<file path="config.mk">
export PLATFORM = sky130hd
export DESIGN_NAME = e203_exu_bjp_cmt_flat
export DESIGN_NICKNAME = d
export VERILOG_FILES = /design/src/rtl/e203_exu_bjp_cmt_if.sv /design/src/rtl/e203_exu_bjp_cmt.sv /design/src/flat_wrapper.sv
export SDC_FILE = /design/constraint.sdc
export NUM_CORES = 1
export LEC_CHECK = 0
export CORE_UTILIZATION = 30
export CTS_BUF_LIST = sky130_fd_sc_hd__clkbuf_2
export DETAILED_ROUTE_END_ITERATION = 10
export GPL_TIMING_DRIVEN = 0
export SYNTH_ARGS = -nofsm -noshare
export SYNTH_HDL_FRONTEND = slang
export SYNTH_SLANG_ARGS = --single-unit
</file>
<file path="constraint.sdc">
create_clock -name clk -period 3.01 [get_ports clk]
set_clock_uncertainty 0.1 [all_clocks]
set_input_delay 0.301 -clock clk [delete_from_list [all_inputs] [get_ports clk]]
set_output_delay 0.301 -clock clk [all_outputs]
set_load 0.05 [all_outputs]
</file>
<file path="src/rtl/e203_exu_bjp_cmt_if.sv">
// Commit interface between the branch/jump unit, CSR file, IFU and the
// BJP commit stage. Carries the commit handshake and instruction attributes,
// the CSR PC values, the IFU redirect channel, the CSR MRET/DRET pulses and
// the performance counter controls/values.
//   master : the BJP/CSR/IFU side (drives commit inputs, acks redirects)
//   slave  : the commit stage (e203_exu_bjp_cmt)
interface e203_exu_bjp_cmt_if #(
  parameter int PC_SIZE = 32,
  parameter int CNT_W   = 32
);
  logic               cmt_i_valid;
  logic               cmt_i_ready;
  logic               cmt_i_bjp;
  logic               cmt_i_mret;
  logic               cmt_i_dret;
  logic               cmt_i_fencei;
  logic               cmt_i_prdt;
  logic               cmt_i_rslv;
  logic               cmt_i_rv32;
  logic [PC_SIZE-1:0] cmt_i_pc;
  logic [PC_SIZE-1:0] cmt_i_imm;
  logic [PC_SIZE-1:0] csr_epc;
  logic [PC_SIZE-1:0] csr_dpc;
  logic               flush_req;
  logic [PC_SIZE-1:0] flush_pc;
  logic               flush_ack;
  logic               cmt_mret_ena;
  logic               cmt_dret_ena;
  logic               cnt_clr;
  logic [CNT_W-1:0]   bjp_cnt;
  logic [CNT_W-1:0]   mispred_cnt;

  modport master (
    output cmt_i_valid, cmt_i_bjp, cmt_i_mret, cmt_i_dret, cmt_i_fencei,
           cmt_i_prdt, cmt_i_rslv, cmt_i_rv32, cmt_i_pc, cmt_i_imm,
           csr_epc, csr_dpc, flush_ack, cnt_clr,
    input  cmt_i_ready, flush_req, flush_pc, cmt_mret_ena, cmt_dret_ena,
           bjp_cnt, mispred_cnt
  );

  modport slave (
    input  cmt_i_valid, cmt_i_bjp, cmt_i_mret, cmt_i_dret, cmt_i_fencei,
           cmt_i_prdt, cmt_i_rslv, cmt_i_rv32, cmt_i_pc, cmt_i_imm,
           csr_epc, csr_dpc, flush_ack, cnt_clr,
    output cmt_i_ready, flush_req, flush_pc, cmt_mret_ena, cmt_dret_ena,
           bjp_cnt, mispred_cnt
  );
endinterface

</file>
<file path="src/rtl/e203_exu_bjp_cmt.sv">
// BJP commit stage. Accepts branch-class instructions from the BJP unit,
// decides whether the pipeline must be flushed (mispredict, MRET, DRET,
// FENCE.I), computes the redirect target and holds a registered flush
// request towards the IFU until it is acknowledged. While a redirect is
// pending no further instruction is accepted. Also counts committed
// branches and mispredicts (wrap-around, synchronous clear).
// Ports:
//   clk, rst : clock, asynchronous active-high reset
//   bus      : commit/CSR/IFU/counter signals (slave modport)
module e203_exu_bjp_cmt #(
  parameter int PC_SIZE = 32,
  parameter int CNT_W   = 32
) (
  input  logic                 clk,
  input  logic                 rst,
  e203_exu_bjp_cmt_if.slave    bus
);

  typedef enum logic {IDLE, FLUSH} state_t;

  state_t             state, state_nxt;
  logic [PC_SIZE-1:0] flush_pc_q;
  logic               mret_ena_q, dret_ena_q;
  logic [CNT_W-1:0]   bjp_cnt_q, mispred_cnt_q;

  logic               accept;
  logic               mispred;
  logic               need_flush;
  logic [PC_SIZE-1:0] ilen;
  logic [PC_SIZE-1:0] target;

  assign bus.cmt_i_ready = (state == IDLE);
  assign accept          = bus.cmt_i_valid && bus.cmt_i_ready;
  assign mispred         = bus.cmt_i_bjp && (bus.cmt_i_prdt != bus.cmt_i_rslv);
  assign need_flush      = bus.cmt_i_dret | bus.cmt_i_mret | bus.cmt_i_fencei | mispred;
  assign ilen            = bus.cmt_i_rv32 ? PC_SIZE'(4) : PC_SIZE'(2);

  // Redirect target in priority order; adds wrap modulo 2^PC_SIZE.
  always_comb begin
    target = bus.cmt_i_pc + ilen;
    if (bus.cmt_i_dret)                 target = bus.csr_dpc;
    else if (bus.cmt_i_mret)            target = bus.csr_epc;
    else if (bus.cmt_i_fencei)          target = bus.cmt_i_pc + ilen;
    else if (mispred && bus.cmt_i_rslv) target = bus.cmt_i_pc + bus.cmt_i_imm;
  end

  always_comb begin
    state_nxt = state;
    case (state)
      IDLE:    if (accept && need_flush) state_nxt = FLUSH;
      FLUSH:   if (bus.flush_ack)        state_nxt = IDLE;
      default: state_nxt = IDLE;
    endcase
  end

  always_ff @(posedge clk or posedge rst) begin
    if (rst) begin
      state         <= IDLE;
      flush_pc_q    <= '0;
      mret_ena_q    <= 1'b0;
      dret_ena_q    <= 1'b0;
      bjp_cnt_q     <= '0;
      mispred_cnt_q <= '0;
    end else begin
      state      <= state_nxt;
      mret_ena_q <= accept && bus.cmt_i_mret;
      dret_ena_q <= accept && bus.cmt_i_dret;
      // Target only loads on a flushing accept, so it stays stable in FLUSH.
      if (accept && need_flush)
        flush_pc_q <= target;
      if (bus.cnt_clr) begin
        bjp_cnt_q     <= '0;
        mispred_cnt_q <= '0;
      end else begin
        if (accept && bus.cmt_i_bjp) bjp_cnt_q     <= bjp_cnt_q + CNT_W'(1);
        if (accept && mispred)       mispred_cnt_q <= mispred_cnt_q + CNT_W'(1);
      end
    end
  end

  // The request is the state flop itself, so reset drops it immediately.
  assign bus.flush_req    = (state == FLUSH);
  assign bus.flush_pc     = flush_pc_q;
  assign bus.cmt_mret_ena = mret_ena_q;
  assign bus.cmt_dret_ena = dret_ena_q;
  assign bus.bjp_cnt      = bjp_cnt_q;
  assign bus.mispred_cnt  = mispred_cnt_q;

endmodule

</file>
<file path="src/flat_wrapper.sv">
// flat-port wrapper written by rule: the top's interface ports become plain ports
module e203_exu_bjp_cmt_flat 
#(
  parameter int PC_SIZE = 32,
  parameter int CNT_W   = 32
)
  (clk, rst, bus_cmt_i_valid, bus_cmt_i_bjp, bus_cmt_i_mret, bus_cmt_i_dret, bus_cmt_i_fencei, bus_cmt_i_prdt, bus_cmt_i_rslv, bus_cmt_i_rv32, bus_cmt_i_pc, bus_cmt_i_imm, bus_csr_epc, bus_csr_dpc, bus_flush_ack, bus_cnt_clr, bus_cmt_i_ready, bus_flush_req, bus_flush_pc, bus_cmt_mret_ena, bus_cmt_dret_ena, bus_bjp_cnt, bus_mispred_cnt);
  e203_exu_bjp_cmt_if #(.PC_SIZE(PC_SIZE), .CNT_W(CNT_W)) bus_i ();
  input  logic clk;
  input  logic rst;
  input wire logic [$bits(bus_i.cmt_i_valid)-1:0] bus_cmt_i_valid;
  input wire logic [$bits(bus_i.cmt_i_bjp)-1:0] bus_cmt_i_bjp;
  input wire logic [$bits(bus_i.cmt_i_mret)-1:0] bus_cmt_i_mret;
  input wire logic [$bits(bus_i.cmt_i_dret)-1:0] bus_cmt_i_dret;
  input wire logic [$bits(bus_i.cmt_i_fencei)-1:0] bus_cmt_i_fencei;
  input wire logic [$bits(bus_i.cmt_i_prdt)-1:0] bus_cmt_i_prdt;
  input wire logic [$bits(bus_i.cmt_i_rslv)-1:0] bus_cmt_i_rslv;
  input wire logic [$bits(bus_i.cmt_i_rv32)-1:0] bus_cmt_i_rv32;
  input wire logic [$bits(bus_i.cmt_i_pc)-1:0] bus_cmt_i_pc;
  input wire logic [$bits(bus_i.cmt_i_imm)-1:0] bus_cmt_i_imm;
  input wire logic [$bits(bus_i.csr_epc)-1:0] bus_csr_epc;
  input wire logic [$bits(bus_i.csr_dpc)-1:0] bus_csr_dpc;
  input wire logic [$bits(bus_i.flush_ack)-1:0] bus_flush_ack;
  input wire logic [$bits(bus_i.cnt_clr)-1:0] bus_cnt_clr;
  output wire logic [$bits(bus_i.cmt_i_ready)-1:0] bus_cmt_i_ready;
  output wire logic [$bits(bus_i.flush_req)-1:0] bus_flush_req;
  output wire logic [$bits(bus_i.flush_pc)-1:0] bus_flush_pc;
  output wire logic [$bits(bus_i.cmt_mret_ena)-1:0] bus_cmt_mret_ena;
  output wire logic [$bits(bus_i.cmt_dret_ena)-1:0] bus_cmt_dret_ena;
  output wire logic [$bits(bus_i.bjp_cnt)-1:0] bus_bjp_cnt;
  output wire logic [$bits(bus_i.mispred_cnt)-1:0] bus_mispred_cnt;
  assign bus_i.cmt_i_valid = bus_cmt_i_valid;
  assign bus_i.cmt_i_bjp = bus_cmt_i_bjp;
  assign bus_i.cmt_i_mret = bus_cmt_i_mret;
  assign bus_i.cmt_i_dret = bus_cmt_i_dret;
  assign bus_i.cmt_i_fencei = bus_cmt_i_fencei;
  assign bus_i.cmt_i_prdt = bus_cmt_i_prdt;
  assign bus_i.cmt_i_rslv = bus_cmt_i_rslv;
  assign bus_i.cmt_i_rv32 = bus_cmt_i_rv32;
  assign bus_i.cmt_i_pc = bus_cmt_i_pc;
  assign bus_i.cmt_i_imm = bus_cmt_i_imm;
  assign bus_i.csr_epc = bus_csr_epc;
  assign bus_i.csr_dpc = bus_csr_dpc;
  assign bus_i.flush_ack = bus_flush_ack;
  assign bus_i.cnt_clr = bus_cnt_clr;
  assign bus_cmt_i_ready = bus_i.cmt_i_ready;
  assign bus_flush_req = bus_i.flush_req;
  assign bus_flush_pc = bus_i.flush_pc;
  assign bus_cmt_mret_ena = bus_i.cmt_mret_ena;
  assign bus_cmt_dret_ena = bus_i.cmt_dret_ena;
  assign bus_bjp_cnt = bus_i.bjp_cnt;
  assign bus_mispred_cnt = bus_i.mispred_cnt;
  e203_exu_bjp_cmt #(.PC_SIZE(PC_SIZE), .CNT_W(CNT_W)) u_core (.clk(clk), .rst(rst), .bus(bus_i));
endmodule
</file>
# --- After elaboration in Yosys (flattened, before gate mapping) ---
# Cells that the tools add are included.
totals:
  register_bits: 99
  output_inout_bits: 100
  wordCells: 37
classes:
  add_sub_neg: 4
  n_eq_ne: 1
  muxes: 12
  bitwise: 4
  n_reduce_logical: 10
op_table:
  columns: ["cell", "count"]
  rows:
  - ["$mux W32", 8]
  - ["$add A32 B1 Y32 const B", 2]
  - ["$add A32 B32 Y32", 2]
  - ["$logic_and A1 B1 Y1", 8]
  - ["$reduce_bool A2 Y1", 2]
  - ["$mux W3", 1]
  - ["$or A1 B1 Y1", 3]
  - ["$mux W1", 2]
  - ["$pmux W1 S2", 1]
  - ["$ne A1 B1 Y1", 1]
  - ["$not A1 Y1", 1]

# --- Depth between registers and ports, before layout ---
# Gate-level depths: netlist (run 1).
logic_depth:
  depth_word: 7
  mapped_depth: 13

# --- Least setup slack after synthesis (run 1) ---
# No wires, ideal clock.
synth_timing:
  path_kind: "input -> register"
  start: "input bus_cmt_i_imm[0]"
  end: "register u_core.flush_pc_q[30] (netlist: u_core.bus.flush_pc[30])"
  arrival_time_ns: 2.455
  required_time_ns: 2.774
  setup_slack_ns: 0.320
  path_stages: 11
  n_path_buf: 0
  path_cell_list: "ha_1 > fa_1 > a211oi_1 > o21a_1 > o311a_1 > o31ai_2 > nand3_1 > nand2_2 > a221oi_1 > xor2_1 > o211ai_1"
synth_via:
  elab_chain_cells: 5
synth_rtl:
  columns: ["element", "line_no", "rtl"]
  rows:
  - ["start: declaration", "flat_wrapper.sv:20", "input wire logic [$bits(bus_i.cmt_i_imm)-1:0] bus_cmt_i_imm;"]
  - ["$add A32 B32 Y32", "e203_exu_bjp_cmt.sv:44", "else if (mispred && bus.cmt_i_rslv) target = bus.cmt_i_pc + bus.cmt_i_imm;"]
  - ["$mux W32", "e203_exu_bjp_cmt.sv:44", null]
  - ["$mux W32", "e203_exu_bjp_cmt.sv:43", "else if (bus.cmt_i_fencei) target = bus.cmt_i_pc + ilen;"]
  - ["$mux W32", "e203_exu_bjp_cmt.sv:42", "else if (bus.cmt_i_mret) target = bus.csr_epc;"]
  - ["$mux W32", "e203_exu_bjp_cmt.sv:41", "if (bus.cmt_i_dret) target = bus.csr_dpc;"]
  - ["end signal: assignment", "e203_exu_bjp_cmt.sv:70", "flush_pc_q <= target;"]
  - ["end: declaration", "e203_exu_bjp_cmt.sv:22", "logic [PC_SIZE-1:0] flush_pc_q;"]
# Every way passes these cells.
# A chain may end at the register's enable or synchronous reset.

# --- Worst setup path after layout (run 1) ---
layout_timing:
  start: "input bus_cmt_i_pc[0]"
  end: "register u_core.flush_pc_q[30] (netlist: u_core.bus.flush_pc[30])"
layout_via:
  elab_chain_cells: 5
  elab_cells_between_ends: 6
layout_rtl:
  columns: ["element", "line_no", "rtl"]
  rows:
  - ["start: declaration", "flat_wrapper.sv:19", "input wire logic [$bits(bus_i.cmt_i_pc)-1:0] bus_cmt_i_pc;"]
  - ["$add A32 B32 Y32, on equally long branches", "e203_exu_bjp_cmt.sv:40, e203_exu_bjp_cmt.sv:43, e203_exu_bjp_cmt.sv:44", null]
  - ["$mux W32", "e203_exu_bjp_cmt.sv:44", null]
  - ["$mux W32 (*)", "e203_exu_bjp_cmt.sv:43", null]
  - ["$mux W32 (*)", "e203_exu_bjp_cmt.sv:42", null]
  - ["$mux W32 (*)", "e203_exu_bjp_cmt.sv:41", null]
# Every way passes the cells marked *; elsewhere a longest branch is shown, timed or not.

==> impl_results.md, run 1 <==
- Max-slew violations: 0
- Post-synth top flop: dfrtp_1
- Average footprint of a synthesized cell: 8.37 sq um
- Worst slack, placed: -0.585 ns
- Static leakage: 4.02 nW
- GPL Wtd Cong: 0.867
- Top-level port count: 240
- WL met3: 1.41 mm
- Crit path required time: 3.44 ns
- Achievable Freq: 0.348 GHz
- Number of buffers created by CTS: 9
- Max_cap viols: 0
- Post-CTS resize count: 0
- Final ANT Viol Nets: 0
- Worst Path Max Fanout: 3
- Status: complete, no violations
- Post-DP HPWL: 20.6 mm
- Worst R2R End: u_core.bus.flush_pc[10]
- Initial antenna violation count: 0
- Crit Path Category: in2reg
- Critical R2R Launch: u_core.bus.flush_req
- CP peak stage delay: 0.44 ns
- Final setup viols: 0
- CP arrival: 3.30 ns
- Max Used Layer: met4
- Area Growth Syn to Fin: 40.5%
- Syn nets: 1048
- Nets: 1298
- # rows: 56
- CTS max path bufs: 2
- First-pass GRT wire length: 39.2 mm
- Hold Buf Count CTS: 0
- Overall routing resource usage: 20.6%
- Port Buffer Count: 238
- Vias: 7445
- Root buffer cell: clkbuf_2
- Drt wl/cell: 17.7 um
- Delay-heaviest family, CP: compound AO/OA/AOI/OAI gates
- Core area: 23700 sq um
- Overall die width: 158 um
- Final hold violations: 0
- 1st-iter DRT viols: 424
- Vias in the first global route: 7207
- Initial Util: 30.8%
- Async S/R FF share, synth: 100%
- Largest net degree at the start of global routing: 63
- TNS Setup: 0 ns
- Total Power: 4.21 mW
- Postcts setup bufs: 0
- Synth area leaders: dfrtp_1 34%, xor2_1 7.6%, ha_1 6.0%
- Height of the chip: 158 um
- Total Wirelength: 25.5 mm
- Fin area: 10200 sq um
- Worst R2R Path Depth: 9
- Post-route setup slack: 0.136 ns
- CP Cell Sequence: clkdlybuf4s50_1, ha_1, fa_1, a211oi_1, o21a_1, o311a_1, o31ai_2, nand3_1, nand2_2, a221oi_1, xor2_1, o211ai_1
- Dominant cell type by area after synthesis: dfrtp_1
- Pwr Density: 411 nW/um^2
- Peak VDD IR: 0.000192 V
- Hold/Removal Path Class: in2async
- Clock slew seen by the registers of the worst setup and hold paths: 0.29 ns
- Unrepaired setup endpoints after global routing: true
- Worst skew pair latency: 0.63 ns
- Vias/cell: 5.15
- Crit-path slowest cell: clkdlybuf4s50_1
- Period utilisation layout: 95.5%
- Layout cells sized above 1: 4.35%
- Worst Tran Pin Value: 0.819 ns
- Library cells used by synthesis: 66
- Yosys warning count: 0
- DR pass1 iterations: 7
- ANT cells: 0
- Post-layout minimum cycle time: 2.87 ns
- Cell Count, Final, Fillers Out: 1445
- Synth Instances: 871
- Synthesized flop and latch total: 99
- H-tree Lvls: 3
- TritonCTS clock tree: yes
- Setup crit end kind: flop
- Buf/Inv on CP: 1
- Number of synthesized flops with an enable pin: 0
- Sequential fraction of the synthesis area: 34.0%
- Met1 wire length: 11.4 mm
- Slew margin rel.: 45.1%
- Clk sinks: 99
- R2r setup slk: 0.24 ns
- Drc violations: 0
- Top cell type's share of synthesized area: 34.0%
- Crit path launch type: input pin
- Filler cells: 2471
- GRT overflow: 0
- DP Area: 10100 sq um
- Synthesized cell area: 7290 sq um
- Die area: 24900 sq um
- Dpl cells: 1429
- Met2 WL: 12.3 mm
[routing by layer]
| layer | track usage (%) | up-vias |
|---|---|---|
| li1 | - | 3640 |
| met1 | 26.9 | 3548 |
| met3 | 2.49 | 22 |
| met2 | 35.5 | 235 |
| met4 | 5.55 | 0 |
| met5 | 0 | - |
[power by group]
group          internal (mW)  switching (mW)
combinational          0.714            1.20
sequential              1.48           0.104
clock                  0.198           0.514
[cells in the mapped netlist (all sizes together) (3+ instances only)]
master and count:
mux2i 8, and4 9, nand3 31, a21oi 80, nor2 108, nand2 89, inv 14, dfrtp 99
nor3 15, or3 19, o22ai 5, a31oi 10, o31ai 3, clkbuf 29, and3 17, o211ai 9
o21ai 60, o311ai 4, a21o 12, xnor2 40, buf 6, nand4 19, a211oi 10, a222oi 5
nand2b 7, ha 35, a221oi 7, xor2 63, nor2b 9, a21boi 4, and2 10, o21a 6
[worst register-to-register path, cell delays in order, from the launching register on]
cell and delay (ns):
dfrtp_1 0.50, nor2b_2 0.11, nand2_2 0.27, nor2_2 0.15, nor2b_1 0.17, clkbuf_1 0.28
clkbuf_1 0.54, clkbuf_1 0.39, nand2_1 0.10, o21ai_0 0.08
[layout make-up]
class / count / area [sq um] / share of cell area, %
Multi-Input combinational cell: 723 / 4650 / 45.4
Sequential cell: 99 / 2480 / 24.2
Timing Repair Buffer: 239 / 2400 / 23.5
Tap cell: 319 / 399 / 3.90
Buffer: 35 / 135 / 1.32
Clock inverter: 7 / 76.3 / 0.745
Inverter: 14 / 55.1 / 0.538
Clock buffer: 9 / 45.0 / 0.440
[stage by stage]
step                      utilization (%)  hold WS (ns)
after floorplan                         -         0.297
after CTS                            43.1        0.0104
after detailed placement             42.6         0.375
after global routing                 43.2        0.0426
final                                43.2        0.0537
after global placement               42.5         0.364
[flip-flops by register name, summed over array words and instances (netlist names)]
signal and flops:
u_core.bus.flush_req 1, u_core.bus.flush_pc 32, u_core.bus.cmt_mret_ena 1, u_core.bus.bjp_cnt 32
u_core.bus.mispred_cnt 32, u_core.bus.cmt_dret_ena 1
[logic make-up (layout without fill, tap and decap cells)]
| group | Yosys count | in the layout | share of synthesized area, % |
|---|---|---|---|
| simple gates | 343 | 343 | 23.2 |
| compound gates | 231 | 231 | 20.1 |
| xor+xnor | 103 | 103 | 12.4 |
| flops | 99 | 99 | 34.0 |
| buf+inv | 49 | 304 | 2.57 |
| fa+ha+maj | 37 | 37 | 6.56 |
| mux | 9 | 9 | 1.25 |
[worst max-delay path by stage]
stage                               from  slack [ns]                 endpoint  cells after the start
global route        u_core.bus.flush_req      -0.006  u_core.bus.flush_pc[10]                      9
floorplan                            rst        0.02    u_core.bus.bjp_cnt[0]                      1
CTS                 u_core.bus.flush_req        0.12  u_core.bus.flush_pc[10]                      9
finish                   bus_cmt_i_pc[0]        0.14  u_core.bus.flush_pc[30]                     12
detailed placement       bus_cmt_i_pc[0]       -0.59  u_core.bus.flush_pc[14]                     12
global placement                     rst       -1.78   u_core.bus.flush_pc[6]                      2
[cells in the final DEF, fill, tap and decap left out, types with 19 or more instances in the layout]
cell / count
clkbuf_1: 29
or3_1: 19
nand2_1: 86
xnor2_1: 40
nand4_1: 19
clkdlybuf4s50_1: 238
o21ai_0: 53
dfrtp_1: 99
nor2_1: 107
nand3_1: 31
a21oi_1: 77
ha_1: 35
xor2_1: 63
Power figures use the tool's default switching activity.
==> run 2: changes to the inputs <==
--- a/config.mk
+++ b/config.mk
@@ -6,7 +6,7 @@
 export NUM_CORES = 1
 export LEC_CHECK = 0
 export CORE_UTILIZATION = 30
-export CTS_BUF_LIST = sky130_fd_sc_hd__clkbuf_2
+export CTS_BUF_LIST = sky130_fd_sc_hd__clkbuf_16
 export DETAILED_ROUTE_END_ITERATION = 10
 export GPL_TIMING_DRIVEN = 0
 export SYNTH_ARGS = -nofsm -noshare
==> impl_results.md, run 2 (synthesized netlist as in run 1, its figures left out) <==
- Reg area: 2480 sq um (unchanged)
- CTS max path bufs: 2 (unchanged)
- Logic pwr share: 41.1% (-4.4 points)
- Die area: 24900 sq um (unchanged)
- Worst R2R Path Depth: 8 (-1)
- R2r setup slk: 0.24 ns (about the same)
- Sw Share: 39.9% (-3.4 points)
- Sequential Power Share: 33.2% (-4.4 points)
- Most frequent cells in the layout: 231 x clkdlybuf4s50_1, 108 x nor2_1, 99 x dfrtp_1
- Initial antenna violation count: 0 (unchanged)
- Vias/cell: 5.17 (+0.40%)
- Crit-path slowest cell: clkdlybuf4s50_1
- Post-DP HPWL: 20.6 mm (unchanged)
- Switch Pwr: 1.90 mW (+4.3%)
- Dpl cells: 1429 (unchanged)
- Multi-input logic area: 4790 sq um (+3.0%)
- DP Area: 10100 sq um (unchanged)
- Clk sinks: 99 (unchanged)
- ANT cells: 0 (unchanged)
- First-pass GRT wire length: 39.4 mm (+0.60%)
- Final ANT Viol Nets: 0 (unchanged)
- 1st-iter DRT viols: 437 (+3.1%)
- Period utilisation layout: 97.5% (+2.1 points)
- Cell Count, Final, Fillers Out: 1450 (+0.35%)
- TritonCTS clock tree: yes
- Port Buffer Count: 238 (unchanged)
- Area Growth Syn to Fin: 45.7%
- Crit path launch type: input pin
- Internal: 2.86 mW (+20%)
- Achievable Freq: 0.341 GHz (-2.1%)
- Buf/Inv on CP: 1 (unchanged)
- Commonest non-fill, non-tap cell in the layout: clkdlybuf4s50_1
- GPL Wtd Cong: 0.867 (unchanged)
- Setup crit end kind: flop
- Delay-heaviest family, CP: compound AO/OA/AOI/OAI gates
- Number of buffers created by CTS: 9 (unchanged)
- Crit path required time: 3.16 ns (-0.28 ns)
- Peak VDD IR: 0.000333 V (+73%)
- Crit Path Category: in2reg
- Worst skew pair latency: 0.36 ns (-0.27 ns)
- Worst Tran Pin Value: 0.839 ns (+0.0201 ns)
- Filler cells: 2425 (-1.9%)
- CP Cell Sequence: clkdlybuf4s50_1, ha_2, a21oi_2, nor2b_1, a311o_2, a41oi_4, nor4b_4, o21ai_2, a311oi_2, xor2_1, o21ai_0
- Nets: 1303 (+0.39%)
- Core area: 23700 sq um (unchanged)
- Overall routing resource usage: 20.7% (+0.15 points)
- Max_cap viols: 0 (unchanged)
- Final core occ: 44.8% (+1.6 points)
- Height of the chip: 158 um (unchanged)
- Layout cells sized above 1: 6.37% (+2.0 points)
- Unrepaired setup endpoints after global routing: true
- Overall die width: 158 um (unchanged)
- Part of the power in the clock network: 25.7% (+8.8 points)
- Clock slew seen by the registers of the worst setup and hold paths: 0.08 ns (-0.21 ns)
- Max-slew violations: 0 (unchanged)
- Hold/Removal Path Class: in2async
- Total Wirelength: 25.7 mm (+0.76%)
- DR pass1 iterations: 5 (-2)
- Post-layout minimum cycle time: 2.94 ns (+0.0621 ns)
- Vias in the first global route: 7256 (+0.68%)
- Fin area: 10600 sq um (+3.7%)
- H-tree Lvls: 3 (unchanged)
- Static leakage: 4.22 nW (+4.8%)
- Pwr Density: 448 nW/um^2 (+9.0%)
- Status: complete, no violations
- Top-level port count: 240 (unchanged)
- Initial Util: 30.8% (unchanged)
- Root buffer cell: clkbuf_16
- CP peak stage delay: 0.49 ns (+0.05 ns)
- Final setup viols: 0 (unchanged)
- Drt wl/cell: 17.7 um (+0.41%)
- Final hold violations: 0 (unchanged)
- Worst Path Max Fanout: 5 (+2)
- Instance count on the critical path: 11 (-1)
- # rows: 56 (unchanged)
- CP arrival: 3.08 ns (-0.22 ns)
- Vias: 7501 (+0.75%)
- GRT overflow: 0 (unchanged)
- Largest net degree at the start of global routing: 63 (unchanged)
- Slew margin rel.: 43.7% (-1.4 points)
- Drc violations: 0 (unchanged)
==> run 2: changes by cell type in the layout (fill, tap and decap cells not counted), moves of 4 or more <==
cell	change
clkbuf_16	+9
dlymetal6s2s_1	+6
clkdlybuf4s50_1	-7
clkbuf_2	-8
ha_1	-4
buf_4	+6
==> run 2: worst register-to-register path, stage by stage (launching register included) <==
cell and delay, ns:
dfrtp_1 0.43, nor2b_2 0.27, nand2_2 0.24, nor3_1 0.66, nand2b_1 0.28, nor2_1 0.29
nand4_1 0.15, xor2_1 0.16, nor2_1 0.06
==> run 2: through the flow <==
stage	setup TNS, ns	power (mW)	hold slack, ns	setup slack (ns)
final	0	4.76	0.350	0.0738
after detailed placement	-9.31	3.52	0.375	-0.585
after global placement	-183.19	3.50	0.364	-1.78
after global routing	-0.0598	4.97	0.407	-0.0485
after floorplan	0	2.73	0.297	0.0186
after CTS	0	4.75	0.378	0.0127
==> run 2: worst paths after layout <==
path | start | to
setup reg to reg | u_core.bus.flush_req | u_core.bus.mispred_cnt[21]
min in group clk | u_core.bus.flush_pc[8] | u_core.bus.flush_pc[8]
hold reg to reg | u_core.bus.flush_pc[8] | u_core.bus.flush_pc[8]
hold / removal | rst | u_core.bus.bjp_cnt[21]
setup / recovery | bus_cmt_i_imm[3] | u_core.bus.flush_pc[25]
max in group asynchronous | rst | u_core.bus.flush_pc[13]
==> run 2: power by group through the flow <==
stage | sequential, mW | clock, mW | combinational (mW)
3_5_place_dp | 1.60 | 0 | 1.91
6_report | 1.58 | 1.22 | 1.96
4_1_cts | 1.58 | 1.25 | 1.93
3_3_place_gp | 1.60 | 0 | 1.90
5_1_grt | 1.60 | 1.31 | 2.07
2_1_floorplan | 2.11 | 0 | 0.621
==> run 2: timing repair <==
| action | 4_1_cts | 5_1_grt |
|---|---|---|
| hold buffers | 0 | 0 |
| endpoints found under the setup margin | 11 | 18 |
| gates resized for setup | 8 | 32 |
| pin swaps | 2 | 15 |
| buffers inserted | 1 | 5 |
==> run 2: cell type report <==
cell class,count,area share (%)
multi-input cells,723,45.1
flip-flops and latches,99,23.3
repair buffers,245,23.2
well taps,319,3.76
clock buffers,9,2.12
plain buffers,34,1.25
clock inverters,7,0.719
inverters,14,0.518
==> run 2: metal layers <==
layer | GRT usage (%) | vias to the layer above | part of all wire [%]
met4 | 6.06 | 0 | 2.2
li1 | - | 3653 | -
met3 | 2.82 | 34 | 5.7
met2 | 35.5 | 241 | 48
met5 | 0 | - | 0
met1 | 27.0 | 3573 | 44
